===== src/rtl/adder_share_arbiter.sv =====
// rtl/adder_share_arbiter.sv - round-robin arbiter time-sharing one adder among NUM_REQ requesters
// Optional feature macro: ADDER_ARB_SUB_EN (per-requester subtract via req_sub).
module adder_share_arbiter #(
  parameter int WIDTH   = 32,
  parameter int NUM_REQ = 4,
  localparam int IDW    = $clog2(NUM_REQ)
) (
  input  logic                     clk,
  input  logic                     rst,
  input  logic [NUM_REQ-1:0]       req_valid,
  output logic [NUM_REQ-1:0]       req_ready,
  input  logic [NUM_REQ*WIDTH-1:0] req_a,
  input  logic [NUM_REQ*WIDTH-1:0] req_b,
  input  logic [NUM_REQ-1:0]       req_sub,
  output logic                     resp_valid,
  input  logic                     resp_ready,
  output logic [IDW-1:0]           resp_id,
  output logic [WIDTH-1:0]         resp_result,
  output logic                     resp_carry,
  output logic [15:0]              op_count
);

  typedef enum logic {EMPTY = 1'b0, FULL = 1'b1} slot_state_t;

  slot_state_t      state_q;
  logic [IDW-1:0]   ptr_q, ptr_d;
  logic [IDW-1:0]   id_q;
  logic [WIDTH-1:0] result_q;
  logic             carry_q;
  logic [15:0]      op_count_q;

  logic [WIDTH-1:0] a_arr [NUM_REQ];
  logic [WIDTH-1:0] b_arr [NUM_REQ];
  logic [IDW-1:0]   cand_idx [NUM_REQ];
  logic             grant_found;
  logic [IDW-1:0]   grant_idx;
  logic             accept;
  logic [WIDTH-1:0] a_sel, b_sel;
  logic             sub_sel;
  logic [WIDTH:0]   sum;

  genvar gi;
  generate
    for (gi = 0; gi < NUM_REQ; gi++) begin : g_unpack
      assign a_arr[gi] = req_a[gi*WIDTH +: WIDTH];
      assign b_arr[gi] = req_b[gi*WIDTH +: WIDTH];
    end
  endgenerate

  // Candidate order starting at the round-robin pointer, wrapping modulo NUM_REQ.
  always_comb begin
    for (int k = 0; k < NUM_REQ; k++) begin
      cand_idx[k] = IDW'((int'(ptr_q) + k) % NUM_REQ);
    end
  end

  // First valid requester in candidate order wins; scan backwards so the earliest match sticks.
  always_comb begin
    grant_found = 1'b0;
    grant_idx   = '0;
    for (int k = NUM_REQ - 1; k >= 0; k--) begin
      if (req_valid[cand_idx[k]]) begin
        grant_found = 1'b1;
        grant_idx   = cand_idx[k];
      end
    end
  end

  // Accept whenever the slot is free or being drained this cycle; never while in reset.
  assign accept = grant_found && ((state_q == EMPTY) || resp_ready) && !rst;

  // One-hot accept strobe back to the winning requester.
  always_comb begin
    req_ready = '0;
    if (accept) begin
      req_ready[grant_idx] = 1'b1;
    end
  end

  assign a_sel   = a_arr[grant_idx];
  assign b_sel   = b_arr[grant_idx];
  assign sub_sel = req_sub[grant_idx];

`ifdef ADDER_ARB_SUB_EN
  logic [WIDTH-1:0] b_eff;
  assign b_eff = sub_sel ? ~b_sel : b_sel;
  assign sum   = {1'b0, a_sel} + {1'b0, b_eff} + {{WIDTH{1'b0}}, sub_sel};
`else
  logic unused_sub;
  assign unused_sub = sub_sel;
  assign sum        = {1'b0, a_sel} + {1'b0, b_sel};
`endif

  // Pointer moves to just past the winner so it becomes lowest priority next time.
  assign ptr_d = (grant_idx == IDW'(NUM_REQ - 1)) ? '0 : grant_idx + 1'b1;

  // Response slot FSM: capture on accept, empty on drain with no new accept, otherwise hold.
  always_ff @(posedge clk) begin
    if (rst) begin
      state_q    <= EMPTY;
      ptr_q      <= '0;
      id_q       <= '0;
      result_q   <= '0;
      carry_q    <= 1'b0;
      op_count_q <= '0;
    end else if (accept) begin
      state_q    <= FULL;
      ptr_q      <= ptr_d;
      id_q       <= grant_idx;
      result_q   <= sum[WIDTH-1:0];
      carry_q    <= sum[WIDTH];
      op_count_q <= op_count_q + 16'd1;
    end else if ((state_q == FULL) && resp_ready) begin
      state_q    <= EMPTY;
    end
  end

  assign resp_valid  = (state_q == FULL);
  assign resp_id     = id_q;
  assign resp_result = result_q;
  assign resp_carry  = carry_q;
  assign op_count    = op_count_q;

endmodule


===== config.mk =====
export PLATFORM = sky130hd
export DESIGN_NAME = adder_share_arbiter
export DESIGN_NICKNAME = d
export VERILOG_FILES = /design/src/rtl/adder_share_arbiter.sv
export SDC_FILE = /design/constraint.sdc
export NUM_CORES = 1
export LEC_CHECK = 0
export ABC_CLOCK_PERIOD_IN_PS = 4250
export BUFFER_PORTS_ARGS = -buffer_cell sky130_fd_sc_hd__buf_2
export CORE_AREA = 2 2 126 128
export DETAILED_ROUTE_END_ITERATION = 8
export DIE_AREA = 0 0 128 130
export PLACE_DENSITY = 0.74
export SYNTH_ARGS = -nofsm -noshare
export SYNTH_HDL_FRONTEND = slang
export SYNTH_SLANG_ARGS = --single-unit

===== constraint.sdc =====
create_clock -name clk -period 4.25 [get_ports clk]
set_clock_uncertainty 0.05 [all_clocks]
set_input_delay 0 -clock clk [delete_from_list [all_inputs] [get_ports clk]]
set_output_delay 0 -clock clk [all_outputs]
set_load 0.1 [all_outputs]

==> summary.md, run 1 <==
| Metric | Value |
|---|---|
| Status | `complete, no violations` |
| DPL Wire Length | `17,800 µm` |
| Clk sinks | `54` |
| Root buffer cell | `clkbuf_16` |
| Final period utilization | `93.7%` |
| Startpoint types | `flop` |
| Yosys warning total | `0` |
| WP buf/inv | `3` |
| Post-synthesis mux area share | `less than 1%` |
| Slew margin rel. | `35.5%` |
| Die Area | `between 15,000 and 20,000 µm²` |
| Global-route wire length before repair | `approximately 34,000 µm` |
| Hold WC Path Type | `in -> reg` |
| Synth Instances | `917` |
| Number of synthesized flops with an enable pin | `0` |
| Starting DRC count in detailed routing | `between 500 and 600` |
| Slew @ Worst Pin | `0.968 ns` |
| Adder-Cell Fraction of Synth Area | `8.32%` |
| Total Routing Usage GR | `25.2%` |
| Largest net degree at the start of global routing | `52` |
| Critical-path cell list | `nor2_1 > a21oi_1 > nor2_1 > a211o_4 > inv_8 > buf_12 > buf_4 > nand2_1 > and3_1 > a31oi_1 > ha_2 > a21o_1 > or3_1 > a211oi_2 > nor3_1 > nand4_1 > o211ai_1 > or4_1 > nand3_1` |
| Slowest stage delay, CP | `about 0.52 ns` |
| # rows | `46` |
| RePlAce Congestion | `between 1 and 1.5` |
| Data required, critical path | `4.43 ns` |
| Worst Setup SP | `ptr_q[0]$_SDFFE_PP0P_` |
| Hold_sp | `resp_ready` |
| Yosys cell types | `slightly above 60` |
| Fmax achieved | `0.251 GHz` |
| Seq/Total Area, Yosys | `between 10% and 20%` |
| Remaining DRCs | `0` |
| Synthesized area per cell | `6.33 µm²` |
| Total congestion overflow | `0` |
| Starting density of the core | `37.6%` |
| Syn nets | `between 1,000 and 1,500` |
| Die height | `130 µm` |
| Post-Layout Cell Count | `1,395` |
| Hold buffers post-CTS | `0` |
| Die Width | `around 130 µm` |
| Antenna-violating nets left | `0` |
| Power per Cell Area | `647 nW/µm²` |
| Minimum clock period | `between 3 and 4 ns` |
| LEAKAGE | `4.11 nW` |
| N_diodes | `0` |
| Worst endpoint data arrival time | `4.17 ns` |
| Slowest CP cell | `or4_1` |
| Crit Reg-Reg Startpoint | `ptr_q[0]$_SDFFE_PP0P_` |
| Number of synthesized register bits | `54` |
| Cell mode on critical path | `nor2_1` |
| Fraction of registers with async set/reset | `0%` |
| TritonCTS Buffers | `5` |
| Synth Area in Compound Gates | `24.0%` |
| Peak VDD IR | `315 µV` |
| Routed length per placed instance | `15.8 µm` |
| Setup_tns | `0 ns` |
| Initial antenna violation count | `0` |
| Drt total wl | `22,100 µm` |
| Core Box Area | `roughly 15,000 µm²` |
| Placed cell count | `between 1,000 and 1,500` |
| RSZ-0062 raised after global routing | `yes` |
| Clk_lat worst skew | `just under 0.3 ns` |
| DR vias | `7,602` |
| Maxcap violations | `0` |
| Ports | `323` |
| 1st-pass router iterations | `5` |
| Vias/cell | `5.45` |
| Final Hold Vio Count | `0` |
| CTS tree | `built` |
| CTS Buffer Depth | `2` |
| Delay-heaviest family, CP | `simple AND/OR/NAND/NOR gates` |
| Clk slew on worst S/H paths | `0.07 ns` |
| Post-Syn Area | `between 5000 and 6000 µm²` |
| Layout cells sized above 1 | `32.0%` |
| Area Overhead vs Synth | `35.4%` |
| Number of global-route vias before repair | `roughly 6,800` |
| CTS H-tree lvls | `2` |
| Final setup fails | `0` |
| Post-Synth XOR/XNOR Area | `4.53%` |
| Fin nets | `1,508` |
| Worst setup EP type | `flop` |
| Synth Flop Type | `dfxtp_1` |
| Slew Viols, Final | `0` |
| Critical path class | `reg -> reg` |
| Port buffer count | `~320` |
| Simple-gate area share of the yosys netlist | `38.9%` |
| Combinational family with the most area after synthesis | `simple AND/OR/NAND/NOR gates` |
| Worst-path maximum fanout | `20` |
==> cell usage after synthesis, types with 7 or more instances <==
master	n	share of area, %
xor2_1	18	2.7
a21oi_1	53	4.6
nand4_1	11	1.2
a31oi_1	69	7.4
and3_1	79	8.5
dfxtp_1	54	19
nand3_1	18	1.6
ha_1	37	8.0
o21ai_0	14	1.2
nand2_1	331	21
a21o_1	16	2.1
buf_2	7	0.60
xnor2_1	12	1.8
or3_1	7	0.75
inv_1	12	0.78
clkbuf_1	54	3.5
nor2_1	34	2.2
==> worst reg2reg max path, stage by stage, from the launching register on <==
cell and delay (ns):
dfxtp_1 0.37, nor2_1 0.08, a21oi_1 0.11, nor2_1 0.06
a211o_4 0.36, inv_8 0.13, buf_12 0.17, buf_4 0.20
nand2_1 0.06, and3_1 0.17, a31oi_1 0.16, ha_2 0.34
a21o_1 0.20, or3_1 0.33, a211oi_2 0.20, nor3_1 0.09
nand4_1 0.11, o211ai_1 0.13, or4_1 0.52, nand3_1 0.09
==> final cells by class <==
type | instances | area (µm²)
well taps | 192 | 240
clock buffers | 5 | 125
flip-flops and latches | 54 | 1080
fillers | 1621 | 7570
inverters | 13 | 56.3
clock inverters | 2 | 15.0
multi-input cells | 784 | 4450
repair buffers | 345 | 1890
==> layout by cell type (no fill, tap or decap), drive strengths merged, types with 5 or more instances in the layout <==
cell type | synthesis | routed
xnor2 | 12 | 12
a21oi | 58 | 58
inv | 12 | 13
xor2 | 18 | 18
nand2 | 332 | 332
and3 | 79 | 79
ha | 37 | 37
dfxtp | 54 | 54
a211oi | 8 | 8
nor2 | 36 | 36
o211ai | 5 | 5
nand3 | 19 | 19
or3 | 7 | 7
buf | 12 | 344
clkbuf | 54 | 6
o21ai | 18 | 18
nand4 | 11 | 11
a21o | 16 | 16
a31oi | 72 | 72
==> report_power, final <==
| group | switching (W) | internal (W) |
|---|---|---|
| Combinational | 0.00273 | 0.00121 |
| Sequential | 0.0000844 | 0.000660 |
| Clock | 0.000181 | 0.000215 |
==> what timing repair did <==
item / in CTS / in global routing
endpoints found under the setup margin: 0 / 9
gates resized for setup: 0 / 5
setup buffers: 0 / 0
==> stage by stage <==
step                      utilization, %  power (W)  hold WS (ns)  worst slack, ns  area (µm²)
after floorplan                        -    0.00370         0.122            0.495        5800
after global placement              49.8    0.00460         0.297            0.278        7680
after detailed placement            49.8    0.00463         0.304            0.185        7680
after CTS                           50.7    0.00504       0.00518            0.194        7820
after global routing                50.9    0.00542        0.0308         -0.00698        7860
final                               50.9    0.00508        0.0115            0.269        7860
==> final timing paths <==
| path | end | slack, ns | cells after the start |
|---|---|---|---|
| hold reg to reg | resp_result[23]$_SDFFE_PP0P_ | 0.40 | 2 |
| setup reg to reg | resp_result[30]$_SDFFE_PP0P_ | 0.27 | 19 |
| hold / removal | resp_valid$_SDFFE_PP0P_ | 0.01 | 3 |
| setup / recovery | resp_result[30]$_SDFFE_PP0P_ | 0.27 | 19 |
==> state kept, by name, summed over array words and instances, names as in the netlist <==
name / count
resp_result: 32
resp_carry: 1
resp_id: 2
op_count: 16
ptr_q: 2
resp_valid: 1
==> per-layer routing <==
metal / global-route usage [%] / routed length, µm / vias up
met5: 0 / 0 / -
met4: 5.75 / 358 / 0
met3: 3.53 / 1660 / 30
met2: 40.1 / 9970 / 342
met1: 36.3 / 10100 / 3449
li1: - / - / 3781
==> cells by family (layout without fill, tap and decap cells) <==
family | count (synthesis) | in the layout
compound gates | 206 | 206
xor+xnor | 30 | 30
fa+ha+maj | 38 | 38
buf+inv | 79 | 365
flops | 54 | 54
mux | 2 | 2
simple gates | 508 | 508
Power figures use the tool's default switching activity.
==> inputs of run 2 (changes only) <==
--- a/config.mk
+++ b/config.mk
@@ -7,10 +7,11 @@
 export LEC_CHECK = 0
 export ABC_CLOCK_PERIOD_IN_PS = 4250
 export BUFFER_PORTS_ARGS = -buffer_cell sky130_fd_sc_hd__buf_2
-export CORE_AREA = 2 2 126 128
+export CORE_AREA = 2 2 124 126
+export CTS_BUF_LIST = sky130_fd_sc_hd__clkbuf_2 sky130_fd_sc_hd__clkbuf_4 sky130_fd_sc_hd__clkbuf_8
 export DETAILED_ROUTE_END_ITERATION = 8
-export DIE_AREA = 0 0 128 130
-export PLACE_DENSITY = 0.74
+export DIE_AREA = 0 0 126 128
+export PLACE_DENSITY = 0.76
 export SYNTH_ARGS = -nofsm -noshare
 export SYNTH_HDL_FRONTEND = slang
 export SYNTH_SLANG_ARGS = --single-unit
==> run 2 against run 1 <==
  * Flip-flop and latch count did not move
  * Cell count shrank 0.14%
  * Combinational power grew 1%
  * Maximum frequency is essentially flat
  * Count of clock-buffer cells in the layout stayed put
  * Largest cell class unchanged
  * Final area increased by 0.57%
  * Clock power decreased by 11%
  * Sequential share of layout area shrank 0.078 points
  * Highest routed layer unchanged
==> summary.md, run 2 (synthesis results as in run 1) <==
| Metric | Value |
|---|---|
| Die Area | `16,100 µm² (-3.1%)` |
| RSZ-0062 raised after global routing | `no` |
| Clk slew on worst S/H paths | `0.10 ns (+0.03 ns)` |
| Delay-heaviest family, CP | `compound AO/OA/AOI/OAI gates` |
| Switching pwr | `0.00302 W (+0.77%)` |
| Root buffer cell | `clkbuf_8` |
| Clock Power Share | `6.9% (-0.9 points)` |
| DR vias | `7,646 (+0.58%)` |
| Final period utilization | `93.7% (about the same)` |
| Peak VDD IR | `276 µV (-13%)` |
| Startpoint types | `flop` |
| # rows | `45 (-2.2%)` |
| Most frequent cells in the layout | `331 x nand2_1, 318 x buf_2, 79 x and3_1, 66 x a31oi_1, 54 x dfxtp_1` |
| Die height | `128 µm (-1.5%)` |
| Initial antenna violation count | `2 (+2)` |
| DPL Wire Length | `17,500 µm (-1.4%)` |
| Port buffer count | `318 (unchanged)` |
| Reg power frac | `14.6% (about the same)` |
| Remaining DRCs | `0 (unchanged)` |
| Number of global-route vias before repair | `6,855 (+1.2%)` |
| Slowest stage delay, CP | `0.47 ns (-0.05 ns)` |
| Critical path class | `reg -> reg` |
| Clk_lat worst skew | `0.31 ns (+0.02 ns)` |
| CTS tree | `built` |
| Sw frac | `59.4% (+0.47 points)` |
| Fillers | `1,581 (-2.5%)` |
| Worst setup EP type | `flop` |
| Core Box Area | `14,900 µm² (-3.6%)` |
| Status | `complete, no violations` |
| Vias/cell | `5.49 (+0.72%)` |
| Antenna-violating nets left | `0 (unchanged)` |
| Routed length per placed instance | `16.2 µm (+2.1%)` |
| Gate power share | `78.4% (+0.8 points)` |
| Hold slack | `0.274 ns (+0.263 ns)` |
| Total congestion overflow | `0 (unchanged)` |
| Slew @ Worst Pin | `0.975 ns (+0.00701 ns)` |
| Fin nets | `1,508 (unchanged)` |
| CTS H-tree lvls | `2 (unchanged)` |
| 1st-pass router iterations | `5 (unchanged)` |
| Die Width | `126 µm (-1.6%)` |
| Area Overhead vs Synth | `36.2%` |
| Minimum clock period | `3.98 ns (+0.00192 ns)` |
| LEAKAGE | `4.13 nW (+0.33%)` |
| Layout cells sized above 1 | `32.0% (unchanged)` |
| Data required, critical path | `4.46 ns (+0.03 ns)` |
| Max FFs per register | `32 (unchanged)` |
| Final setup fails | `0 (unchanged)` |
| WP buf/inv | `3 (unchanged)` |
| TritonCTS Buffers | `5 (unchanged)` |
| Hold WC Path Type | `in -> reg` |
| Drt total wl | `22,500 µm (+2.0%)` |
| CTS Buffer Depth | `2 (unchanged)` |
| Critical-path cell list | `nand2_1 > nand2_1 > a21oi_1 > o22ai_4 > buf_12 > inv_2 > buf_12 > a31oi_1 > ha_1 > fa_1 > a21o_1 > nand3_2 > a31oi_4 > a31oi_4 > o21ai_2 > and4_1 > or4_1 > nand3_1` |
| Global-route wire length before repair | `35,000 µm (+2.8%)` |
| Clk sinks | `54 (unchanged)` |
| Power per Cell Area | `643 nW/µm² (-0.60%)` |
| Pint | `0.00206 W (-1.2%)` |
| Starting density of the core | `39.0% (+1.4 points)` |
| Worst-path maximum fanout | `23 (+15%)` |
| Largest net degree at the start of global routing | `79 (+52%)` |
| Starting DRC count in detailed routing | `503 (-2.7%)` |
| Setup_tns | `0 ns (unchanged)` |
| Maxcap violations | `0 (unchanged)` |
| Ports | `323 (unchanged)` |
| Fmax achieved | `0.251 GHz (about the same)` |
| RePlAce Congestion | `0.918 (-10%)` |
| Total Routing Usage GR | `26.4% (+1.1 points)` |
| Worst endpoint data arrival time | `4.19 ns (+0.02 ns)` |
| Slew margin rel. | `35.0% (-0.47 points)` |
| Most common cell after layout, fill and taps aside | `nand2_1` |
| Final Hold Vio Count | `0 (unchanged)` |
| Slowest CP cell | `or4_1` |
| Slew Viols, Final | `0 (unchanged)` |
==> run 2: cell types whose count changed in the layout (fill, tap and decap cells not counted), sizes merged <==
cell,before,now
buf,344,340
bufinv,0,1
clkbuf,6,7
clkinv,0,1
clkinvlp,2,0
diode,0,2
dlygate4sd3,0,3
==> run 2: repair_timing <==
action | in CTS | in global routing
hold buffers | 3 | 0
endpoints found under the hold margin | 1 | 0
gates resized for setup | 0 | 10
setup endpoints to repair | 0 | 13
setup buffers | 0 | 2
==> run 2: path summary, 6_finish.rpt <==
check | cells past startpoint | end | slack [ns] | from
min | 2 | op_count[3]$_SDFFE_PP0P_ | 0.27 | rst
min reg2reg | 2 | resp_result[10]$_SDFFE_PP0P_ | 0.41 | resp_result[10]$_SDFFE_PP0P_
max | 18 | resp_result[30]$_SDFFE_PP0P_ | 0.27 | ptr_q[1]$_SDFFE_PP0P_
max reg2reg | 18 | resp_result[30]$_SDFFE_PP0P_ | 0.27 | ptr_q[1]$_SDFFE_PP0P_
==> run 2: per-stage QoR <==
step                worst slack, ns  instance area [µm²]  util [%]  cells  total power (W)
global placement              0.302                 7630      51.4   1377          0.00459
finish                        0.267                 7900      53.2   1393          0.00508
floorplan                     0.495                 5800         -    917          0.00370
CTS                          0.0897                 7770      52.3   1387          0.00498
detailed placement            0.139                 7630      51.4   1377          0.00462
global route                0.00383                 7900      53.2   1393          0.00542
==> run 2: power groups by stage <==
stage / Sequential [W] / Clock (W) / Combinational [W]
2_1_floorplan: 0.00180 / 0 / 0.00190
3_3_place_gp: 0.000748 / 0 / 0.00384
3_5_place_dp: 0.000756 / 0 / 0.00386
4_1_cts: 0.000744 / 0.000356 / 0.00388
5_1_grt: 0.000760 / 0.000375 / 0.00429
6_report: 0.000744 / 0.000351 / 0.00399
==> run 2: layout make-up <==
class / count / area (µm²) / area share (%)
Tap cell: 188 / 235 / 2.98
Sequential cell: 54 / 1080 / 13.7
Timing Repair Buffer: 345 / 1930 / 24.4
Inverter: 13 / 53.8 / 0.681
Multi-Input combinational cell: 784 / 4490 / 56.8
Antenna cell: 2 / 5.00 / 0.0633
Clock inverter: 2 / 38.8 / 0.491
Clock buffer: 5 / 68.8 / 0.871
==> run 2: metal layers <==
metal	GRT usage [%]	vias up	wire [µm]
met5	0	-	0
met2	40.2	354	9900
li1	-	3775	-
met3	3.71	49	1800
met1	38.5	3468	10300
met4	7.82	0	580
